**src/rtl/reg_file_sb.sv**
```systemverilog
// reg_file_sb: register file with per-register scoreboard (busy) bits.
//
// Each register holds DATA_WIDTH bits of data and one busy bit. A producer
// claims a register (sets busy) when it starts, and the write of its result
// clears busy. Reads are combinational and report the busy bit of the
// addressed register so consumers can stall on pending values.
//
// Ports:
//   clk           - single clock, all state updates on its rising edge
//   reset         - asynchronous, active-high; clears data, busy bits, count
//   rd_addr_i     - NUM_RD packed read addresses, port k at [k*ADR_WIDTH +: ADR_WIDTH]
//   rd_data_o     - NUM_RD packed read data, port k at [k*DATA_WIDTH +: DATA_WIDTH]
//   rd_busy_o     - busy flag of each read port's addressed register
//   wen_i         - write enable
//   wa_i          - write address
//   write_data_i  - write data
//   claim_i       - request to mark claim_addr_i pending
//   claim_addr_i  - register to claim
//   claim_ok_o    - combinational grant of the current claim
//   busy_cnt_o    - registered count of busy registers
module reg_file_sb #(
    parameter int NUM_REGS   = 8,
    parameter int DATA_WIDTH = 16,
    parameter int NUM_RD     = 2,
    parameter int ZERO_REG   = 1,
    parameter int BYPASS     = 1,
    localparam int ADR_WIDTH = $clog2(NUM_REGS)
) (
    input  logic                         clk,
    input  logic                         reset,
    input  logic [NUM_RD*ADR_WIDTH-1:0]  rd_addr_i,
    output logic [NUM_RD*DATA_WIDTH-1:0] rd_data_o,
    output logic [NUM_RD-1:0]            rd_busy_o,
    input  logic                         wen_i,
    input  logic [ADR_WIDTH-1:0]         wa_i,
    input  logic [DATA_WIDTH-1:0]        write_data_i,
    input  logic                         claim_i,
    input  logic [ADR_WIDTH-1:0]         claim_addr_i,
    output logic                         claim_ok_o,
    output logic [ADR_WIDTH:0]           busy_cnt_o
);

    logic [DATA_WIDTH-1:0] rf [NUM_REGS];
    logic [NUM_REGS-1:0]   busy;
    logic [NUM_REGS-1:0]   busy_nxt;
    logic [ADR_WIDTH:0]    cnt_nxt;
    logic                  wr_en;
    logic                  set_new;
    logic                  clr_new;
    logic                  wa_is_zero;
    logic                  ca_is_zero;

    assign wa_is_zero = (ZERO_REG != 0) && (wa_i == '0);
    assign ca_is_zero = (ZERO_REG != 0) && (claim_addr_i == '0);

    // Writes to a hardwired zero register are dropped so rf[0] stays 0.
    assign wr_en = wen_i && !wa_is_zero;

    // A busy register may be re-claimed in the same cycle its producer writes
    // back, since the write frees it at this very edge.
    assign claim_ok_o = claim_i && !ca_is_zero &&
                        (!busy[claim_addr_i] || (wen_i && (wa_i == claim_addr_i)));

    // Clear from write first, then set from claim, so a same-register
    // write+claim leaves the bit set.
    always_comb begin
        busy_nxt = busy;
        if (wen_i) begin
            busy_nxt[wa_i] = 1'b0;
        end
        if (claim_ok_o) begin
            busy_nxt[claim_addr_i] = 1'b1;
        end
    end

    // Count tracks transitions only: a set bit re-claimed by its own
    // write-back neither rises nor falls.
    assign set_new = claim_ok_o && !busy[claim_addr_i];
    assign clr_new = wen_i && busy[wa_i] && !(claim_ok_o && (claim_addr_i == wa_i));
    assign cnt_nxt = busy_cnt_o + (ADR_WIDTH+1)'(set_new) - (ADR_WIDTH+1)'(clr_new);

    always_ff @(posedge clk or posedge reset) begin
        if (reset) begin
            for (int i = 0; i < NUM_REGS; i++) begin
                rf[i] <= '0;
            end
            busy       <= '0;
            busy_cnt_o <= '0;
        end else begin
            if (wr_en) begin
                rf[wa_i] <= write_data_i;
            end
            busy       <= busy_nxt;
            busy_cnt_o <= cnt_nxt;
        end
    end

    for (genvar k = 0; k < NUM_RD; k++) begin : g_rd
        logic [ADR_WIDTH-1:0] addr;
        logic                 is_zero;
        logic                 is_byp;

        assign addr    = rd_addr_i[k*ADR_WIDTH +: ADR_WIDTH];
        assign is_zero = (ZERO_REG != 0) && (addr == '0);
        assign is_byp  = (BYPASS != 0) && wen_i && (wa_i == addr) && !is_zero;

        assign rd_data_o[k*DATA_WIDTH +: DATA_WIDTH] =
            is_zero ? '0 : (is_byp ? write_data_i : rf[addr]);
        // Forwarded data is the completed result, so it is never pending.
        assign rd_busy_o[k] = !is_zero && !is_byp && busy[addr];
    end

endmodule

```
**config.mk**
```make
export PLATFORM = sky130hd
export DESIGN_NAME = reg_file_sb
export DESIGN_NICKNAME = d
export VERILOG_FILES = /design/src/rtl/reg_file_sb.sv
export SDC_FILE = /design/constraint.sdc
export NUM_CORES = 1
export LEC_CHECK = 0
export BUFFER_PORTS_ARGS = -buffer_cell sky130_fd_sc_hd__buf_2
export CORE_MARGIN = 1
export CORE_UTILIZATION = 50
export CTS_BUF_LIST = sky130_fd_sc_hd__clkbuf_4 sky130_fd_sc_hd__clkbuf_8 sky130_fd_sc_hd__clkbuf_16
export CTS_CLUSTER_SIZE = 12
export DETAILED_ROUTE_END_ITERATION = 16
export GPL_TIMING_DRIVEN = 0
export PLACE_DENSITY = 0.79
export SETUP_SLACK_MARGIN = 0.15
export SLEW_MARGIN = 20
export SYNTH_ARGS = -nofsm -noshare
export SYNTH_HDL_FRONTEND = slang
export SYNTH_SLANG_ARGS = --single-unit
```
**constraint.sdc**
```tcl
create_clock -name clk -period 5.3 [get_ports clk]
set_clock_uncertainty 0.05 [all_clocks]
set_input_delay 1.06 -clock clk [delete_from_list [all_inputs] [get_ports clk]]
set_output_delay 1.06 -clock clk [all_outputs]
set_load 0.03 [all_outputs]
```
==> flow_summary.yaml, run 1 <==
logic_synthesis:
  synthArstFlopShare_pct: 100
  ys_seq_area_share_pct: 42.9
  synth_simple_gate_area_share_pct: 3.87
  synth_nets: 586
  synth_compound_area_share_pct: 5.51
  yosys.area_share.adder_pct: 0.858
  ys_warn_count: 0
  avgSynthCellArea_um2: 14.9
  synth.distinct_cells: 49
  synthMuxAreaShare_pct: 40.8
  synth_cells: 549
  synth_seq_cells: 140
  synthXorXnorAreaFrac_pct: 1.29
  ys.flop_type: "dfrtp_1"
  synth_top_family_by_area: "multiplexers"
  synth_area_um2: 8170
  synth_edf_count: 0
power:
  p_comb_share_pct: 29.9
  pwr-share-seq_pct: 39.5
  clkPwrFrac_pct: 30.6
  vdd_ir_drop_max_v: 0.000240
  leakagePower_nw: 4.12
  p_switching_mw: 1.21
  power_mw: 3.74
  power_density_nw_per_um2: 398
  power.share.switching_pct: 32.3
  p_int_mw: 2.53
floorplan:
  io_pins: 71
  rows: 46
  core_area_um2: 15900
  die_x_um: 130
  dieArea_um2: 16900
  chipHeight_um: 130
  initial_core_util_pct: 51.2
worst_setup_path:
  rrSetupSlack_ns: 2.67
  required_ns: 4.19
  crit_type: "in -> out"
  endpoint_kind: "primary output"
  slowest_stage: "clkbuf_1"
  crit_arrival_ns: 3.16
  cpMostUsedCell: "buf_2"
  crit_start: "rd_addr_i[2]"
  cp_top_family: "buffers and inverters"
  worstPathCellList: "buf_2, clkbuf_1, mux4_2, mux2_2, a22o_1, buf_2"
  start_kind: "primary input"
  cp.buffers_inverters: 3
  cp_slowest_stage_delay_ns: 0.75
  timing.rr.start: "busy[3]"
  crit_path_max_fanout: 10
place:
  dp_hpwl_mm: 14.7
  dp.cells: 832
  routabilityCongestion: 0.886
  portBuffers: 66
  place_area_um2: 8810
  dp_slack_ns: 1.08
cts:
  clk_root_buffer_cell: "clkbuf_16"
  cts-htree-levels: 4
  path_clk_slew_ns: 0.06
  cts_made_buffers: 17
  insertion_delay_ns: 0.43
  cts_sinks: 140
  cts_setup_buffers: 0
  cts_resized: 0
  cts_buffer_depth: 2
  ctsHoldBuffers: 0
  cts_tree: "yes"
sta:
  fmax_mhz: 234
  fin_hold_ws_ns: 0.432
  setup_viol: 0
  final-hold-violation-count: 0
  max_slew_margin_pct: 36.3
  finalCritPeriodShare_pct: 80.6
  finalWorstSetupSlack_ns: 1.03
  min_period_ns: 4.27
  setup_tns_ns: 0
  tightest_slew_ns: 0.955
  slew_violations: 0
  rsz0062_at_grt: "no"
layout:
  seq_area_um2: 3500
  fin_area_um2: 9380
  diodes: 0
  layout.cells.non_filler: 864
  fill_cells: 1223
  syn2layout_area_growth_pct: 14.7
  drive_gt1_share_pct: 50.3
  layout.nets: 672
  finish.utilization_pct: 58.8
  multiInputGateArea_um2: 4270
global_route:
  grt_pass1_vias: 5922
  grt_pass1_wl_mm: 33.7
  antenna_found_initial: 0
  track_usage_pct: 27.7
  grt_max_degree: 87
  gr-total-overflow: 0
run:
  maxCapViolCount: 0
drt:
  drcViolationCount: 0
  ant_nets: 0
  drt_iter0_markers: 560
  num_vias: 5606
  vias_per_cell: 6.49
  finalWirelength_mm: 22.1
  dr.pass1.iters: 5
  wl_per_cell_um: 25.5
min_path:
  hp-start: "rf[114]"
  hold_path_class: "reg -> reg"
outcome:
  status: "complete, no violations"
[cell families after synthesis]
group | after synthesis
muxes | 220
and+or+nand+nor | 43
AOI/OAI and AO/OA | 60
adders and majority gates | 5
buffers and inverters | 69
xor gates and xnor gates | 12
DFF | 140
[cells in the final DEF, fill, tap and decap left out, drive strengths merged, types with 3 or more instances in the layout]
master	count
clkbuf	44
nand3	4
clkinvlp	6
nor3b	3
nand2b	4
buf	98
a21oi	13
or3	3
nor3	3
nor2	4
o21ai	7
clkinv	4
mux2	139
nand4b	3
xnor2	3
inv	15
ha	4
mux2i	11
nand2	9
xor2	9
a22o	27
dfrtp	140
mux4	70
[power by group through the flow]
stage	clock, mW	combinational (mW)	sequential (mW)
2_1_floorplan	0	0.824	1.45
3_3_place_gp	0	1.06	1.45
3_5_place_dp	0	1.11	1.48
4_1_cts	1.15	1.12	1.47
5_1_grt	1.20	1.19	1.50
6_report	1.14	1.12	1.47
[path summary, 6_finish.rpt]
check | depth (start not counted) | end
max | 6 | rd_data_o[4]
min in group asynchronous | 2 | rf[32]
min reg2reg | 1 | rf[114]
max in group asynchronous | 3 | rf[12]
min | 1 | rf[114]
max reg2reg | 9 | busy_cnt_o[1]
[metal layers]
metal | track usage [%] | vias to the layer above | part of all wire (%)
li1 | - | 2313 | -
met2 | 45.8 | 308 | 50
met5 | 0 | - | 0
met4 | 12.6 | 0 | 3.2
met3 | 6.77 | 63 | 7.8
met1 | 34.7 | 2922 | 39
[registers in the layout, summed over array words and instances, names as in the netlist]
register / flops
busy_cnt_o: 4
busy: 8
rf: 128
[synth_stat cells (4+ instances only)]
cell type / number / share of area (%)
dfrtp_1: 140 / 43
mux2_2: 139 / 19
mux4_2: 49 / 14
a22o_1: 27 / 2.9
clkbuf_1: 25 / 1.1
mux4_1: 21 / 6.8
buf_2: 15 / 0.92
a21oi_1: 13 / 0.80
inv_1: 12 / 0.55
mux2i_1: 11 / 1.3
nand2_1: 9 / 0.41
xor2_1: 9 / 0.96
o21ai_0: 7 / 0.43
buf_4: 5 / 0.46
buf_6: 5 / 0.69
ha_1: 4 / 0.61
nand2b_1: 4 / 0.31
nand3_1: 4 / 0.25
nor2_1: 4 / 0.18
[final cells by class]
cell class                      instances  area share, %
Clock buffer                           19           4.83
Timing Repair Buffer                   67           3.82
Buffer                                 56           3.68
Sequential cell                       140           37.4
Tap cell                              216           2.88
Multi-Input combinational cell        340           45.6
Clock inverter                         13           1.24
Inverter                               13          0.601
Power figures use the tool's default switching activity.
==> inputs of run 2 (changes only) <==
PLACE_DENSITY = 0.81   (was 0.79)
clock period = 3.55 ns   (was 5.3 ns; I/O delays follow)
==> flow_summary.yaml, run 2 (synthesis results as in run 1) <==
drt:
  finalWirelength_mm: 22.0
  ant_nets: 0
  drt_iter0_markers: 441
  wl_per_cell_um: 25.4
  num_vias: 5607
  drt-met1-wl_mm: 8.91
  wl_met3_mm: 1.55
  highest_layer: "met4"
  vias_per_cell: 6.46
  drcViolationCount: 0
  dr.pass1.iters: 5
  dr_wl_met2_mm: 10.9
cts:
  clk_root_buffer_cell: "clkbuf_16"
  cts_tree: "yes"
  cts-htree-levels: 4
  cts_sinks: 140
  insertion_delay_ns: 0.42
  cts_made_buffers: 17
  ctsHoldBuffers: 0
  cts_buffer_depth: 2
  cts_setup_buffers: 0
  path_clk_slew_ns: 0.06
worst_setup_path:
  cp_slowest_stage_delay_ns: 0.42
  worstPathCellList: "buf_2, buf_2, inv_2, o41a_1, buf_2, clkbuf_2, a22o_1, buf_2"
  endpoint_kind: "primary output"
  cp_top_family: "buffers and inverters"
  crit_path_max_fanout: 10
  crit_arrival_ns: 2.57
  cpMostUsedCell: "buf_2"
  cp.depth: 8
  slowest_stage: "o41a_1"
  required_ns: 2.79
  start_kind: "primary input"
  crit_type: "in -> out"
  cp.buffers_inverters: 6
  r2r_cells: 9
layout:
  largest_register: "rf"
  layout.nets: 676
  diodes: 0
  final_common_cell: "dfrtp_1"
  syn2layout_area_growth_pct: 17.2
  fill_cells: 1207
  reg_top3: "rf (128), busy (8), busy_cnt_o (4)"
  drive_gt1_share_pct: 52.0
  largest_register_ffs: 128
  layout.cells.non_filler: 868
  most-common-layout-cells: "140 x dfrtp_1, 139 x mux2_2, 79 x buf_2, 49 x mux4_2, 27 x a22o_1"
  fin_area_um2: 9580
power:
  p_switching_mw: 1.77
  leakagePower_nw: 4.24
  power_density_nw_per_um2: 612
  p_comb_share_pct: 28.5
  vdd_ir_drop_max_v: 0.000383
  clkPwrFrac_pct: 33.9
  power.share.switching_pct: 30.2
  pwr-share-seq_pct: 37.5
  power_mw: 5.86
  p_int_mw: 4.09
sta:
  tightest_slew_ns: 0.618
  min_period_ns: 3.33
  fmax_mhz: 300
  max_slew_margin_pct: 58.7
  setup_tns_ns: 0
  slew_violations: 0
  finalCritPeriodShare_pct: 93.8
  rsz0062_at_grt: "no"
  fin_hold_ws_ns: 0.270
  final-hold-violation-count: 0
  setup_viol: 0
floorplan:
  io_pins: 71
  core_area_um2: 15900
  chipHeight_um: 130
  die_x_um: 130
  rows: 46
  initial_core_util_pct: 51.2
  dieArea_um2: 16900
run:
  maxCapViolCount: 0
place:
  dp.cells: 836
  routabilityCongestion: 0.859
  dp_hpwl_mm: 14.8
  place_area_um2: 8890
  portBuffers: 66
global_route:
  antenna_found_initial: 1
  gr-total-overflow: 0
  grt_max_degree: 36
  track_usage_pct: 27.9
  grt_pass1_vias: 5805
  grt_pass1_wl_mm: 33.9
outcome:
  status: "complete, no violations"
min_path:
  hold_path_class: "in -> async"
==> run 2: cell count changes in the layout (fill, tap and decap cells not counted), sizes merged <==
cell           previous run  this run
clkbuf                   44        50
clkinvlp                  6         4
clkinv                    4         1
inv                      15        13
clkdlybuf4s15             0         1
bufinv                    1         5
==> run 2: routing by layer <==
metal  up-vias  track usage [%]
met1      2999             36.6
li1       2322                -
met5         -                0
met4         0             10.3
met2       238             45.5
met3        48             6.56
==> run 2: worst paths after layout <==
path / startpoint / end / slack [ns]
worst max register to register: busy[3] / busy_cnt_o[2] / 0.98
min in group clk: rf[115] / rf[115] / 0.44
worst min-delay path: reset / rf[84] / 0.27
max in group asynchronous: reset / rf[121] / 2.49
worst max-delay path: wen_i / rd_data_o[9] / 0.22
worst min register to register: rf[115] / rf[115] / 0.44
==> run 2: worst register-to-register path, delay by kind of cell (launching register included) <==
family	cells	cell delay, ns
multiplexers	1	0.21
AND/OR/NAND/NOR	1	0.56
flip-flops	1	0.42
buffers and inverters	2	0.11
adder cells (fa/ha/maj)	3	0.83
AO/OA/AOI/OAI	1	0.13
XOR/XNOR	1	0.14
==> run 2: cell type report <==
type | count | area (um^2) | share of cell area [%]
flip-flops and latches | 140 | 3500 | 36.6
multi-input cells | 340 | 4270 | 44.6
plain buffers | 56 | 370 | 3.87
clock buffers | 22 | 475 | 4.96
repair buffers | 71 | 445 | 4.65
inverters | 13 | 52.6 | 0.549
well taps | 216 | 270 | 2.82
clock inverters | 10 | 186 | 1.95
==> run 2: power groups by stage <==
stage	sequential, mW	clock [mW]	combinational, mW
floorplan	2.16	0	1.23
global placement	2.16	0	1.59
detailed placement	2.21	0	1.66
CTS	2.19	2.00	1.68
global route	2.24	2.06	1.79
finish	2.20	1.99	1.67
==> run 2: through the flow <==
stage,util [%],setup slack [ns]
floorplan,-,0.640
global placement,55.0,0.0548
detailed placement,55.8,0.0533
CTS,60.0,0.139
global route,60.1,0.150
finish,60.1,0.220
==> run 2: timing repair <==
action | 4_1_cts | 5_1_grt
gates resized for setup | 8 | 7
pin swaps | 0 | 0
hold endpoints to repair | 0 | 0
setup endpoints to repair | 24 | 20
==> inputs of run 3 (changes only) <==
CTS_BUF_LIST = default   (was sky130_fd_sc_hd__clkbuf_4 sky130_fd_sc_hd__clkbuf_8 sky130_fd_sc_hd__clkbuf_16)
==> flow_summary.yaml, run 3 (synthesis results as in run 1) <==
outcome:
  status: "complete, no violations"
floorplan:
  chipHeight_um: 130
  io_pins: 71
  dieArea_um2: 16900
  rows: 46
  die_x_um: 130
  core_area_um2: 15900
  initial_core_util_pct: 51.2
cts:
  cts_sinks: 140
  clk_root_buffer_cell: "clkbuf_16"
  cts-htree-levels: 4
  cts_buffer_depth: 2
  path_clk_slew_ns: 0.06
  insertion_delay_ns: 0.42
  cts_tree: "yes"
  cts_made_buffers: 17
  cts_setup_buffers: 0
run:
  maxCapViolCount: 0
power:
  p_int_mw: 4.07
  p_switching_mw: 1.77
  vdd_ir_drop_max_v: 0.000381
  p_comb_share_pct: 28.7
  pwr-share-seq_pct: 37.7
  power.share.switching_pct: 30.4
  power_density_nw_per_um2: 611
  leakagePower_nw: 4.23
  clkPwrFrac_pct: 33.7
drt:
  wl_per_cell_um: 25.5
  drcViolationCount: 0
  dr.pass1.iters: 5
  drt_iter0_markers: 464
  ant_nets: 0
  vias_per_cell: 6.50
  finalWirelength_mm: 22.1
  num_vias: 5642
sta:
  min_period_ns: 3.33
  slew_violations: 0
  tightest_slew_ns: 0.622
  max_slew_margin_pct: 58.5
  setup_viol: 0
  rsz0062_at_grt: "no"
  final-hold-violation-count: 0
  finalCritPeriodShare_pct: 93.9
  setup_tns_ns: 0
  fmax_mhz: 300
  finalWorstSetupSlack_ns: 0.215
worst_setup_path:
  crit_path_max_fanout: 10
  r2r_end: "busy_cnt_o[2]"
  crit_type: "in -> out"
  start_kind: "primary input"
  required_ns: 2.79
  r2r_cells: 9
  endpoint: "rd_data_o[9]"
  crit_arrival_ns: 2.57
  timing.rr.start: "busy[3]"
  rrSetupSlack_ns: 0.97
  endpoint_kind: "primary output"
  crit_start: "wen_i"
min_path:
  hold_path_class: "in -> async"
place:
  routabilityCongestion: 0.859
  dp_hpwl_mm: 14.8
  dp.cells: 836
  portBuffers: 66
  dp_slack_ns: 0.0533
global_route:
  antenna_found_initial: 1
  track_usage_pct: 27.9
  grt_max_degree: 36
  grt_pass1_wl_mm: 33.8
  gr-total-overflow: 0
  grt_pass1_vias: 5794
layout:
  finish.utilization_pct: 60.0
  layout.cells.non_filler: 868
  most-common-layout-cells: "140 x dfrtp_1, 139 x mux2_2, 79 x buf_2, 49 x mux4_2, 27 x a22o_1"
  layout.nets: 676
  diodes: 0
  reg_top3: "rf (128), busy (8), busy_cnt_o (4)"
  largest_register_ffs: 128
  final_common_cell: "dfrtp_1"
  largest_register: "rf"
  syn2layout_area_growth_pct: 17.1
  drive_gt1_share_pct: 51.5
run 3: cell counts in the layout (fill, tap and decap cells not counted):
Identical to the previous run, type by type.
run 3: area by class of cell:
class | instances | area, um^2
fill | 1211 | 6380
timing repair buffer | 71 | 445
inverter | 13 | 52.6
tap | 216 | 270
buffer | 56 | 370
clock buffer | 22 | 464
clock inverter | 10 | 186
multi-input combinational | 340 | 4270
sequential | 140 | 3500
run 3: power groups by stage:
stage | Combinational (mW) | Clock, mW | Sequential (mW)
after global placement | 1.59 | 0 | 2.16
after CTS | 1.68 | 1.98 | 2.19
after floorplan | 1.23 | 0 | 2.16
after detailed placement | 1.66 | 0 | 2.21
final | 1.68 | 1.97 | 2.20
after global routing | 1.79 | 2.04 | 2.24
run 3: worst min-delay path by stage:
stage | start | endpoint | slack [ns] | cells after the start
after CTS | reset | rf[84] | 0.27 | 3
after floorplan | rf[113] | rf[113] | 0.39 | 1
after global routing | reset | rf[84] | 0.28 | 3
final | reset | rf[84] | 0.27 | 3
after detailed placement | rf[112] | rf[112] | 0.42 | 1
after global placement | rf[118] | rf[118] | 0.40 | 1
run 3: layer usage:
| layer | track usage, % | wire [um] |
|---|---|---|
| met3 | 6.68 | 1560 |
| met1 | 36.5 | 8970 |
| met2 | 45.4 | 10900 |
| met5 | 0 | 0 |
| met4 | 10.3 | 694 |
run 3: worst max-delay path: stages:
cell,delay (ns)
buf_2,0.08
buf_2,0.25
inv_2,0.12
o41a_1,0.42
buf_2,0.21
clkbuf_2,0.31
a22o_1,0.28
buf_2,0.19
run 3: per-stage QoR:
stage | total power, mW | cell area (um^2) | hold slack, ns
2_1_floorplan | 3.39 | 8170 | 0.388
3_3_place_gp | 3.75 | 8770 | 0.400
3_5_place_dp | 3.86 | 8890 | 0.424
4_1_cts | 5.84 | 9560 | 0.271
5_1_grt | 6.07 | 9570 | 0.282
6_report | 5.85 | 9570 | 0.272
run 3: what timing repair did:
action / in CTS / in global routing
endpoints found under the setup margin: 24 / 20
hold buffers: 0 / 0
resized for setup: 8 / 7
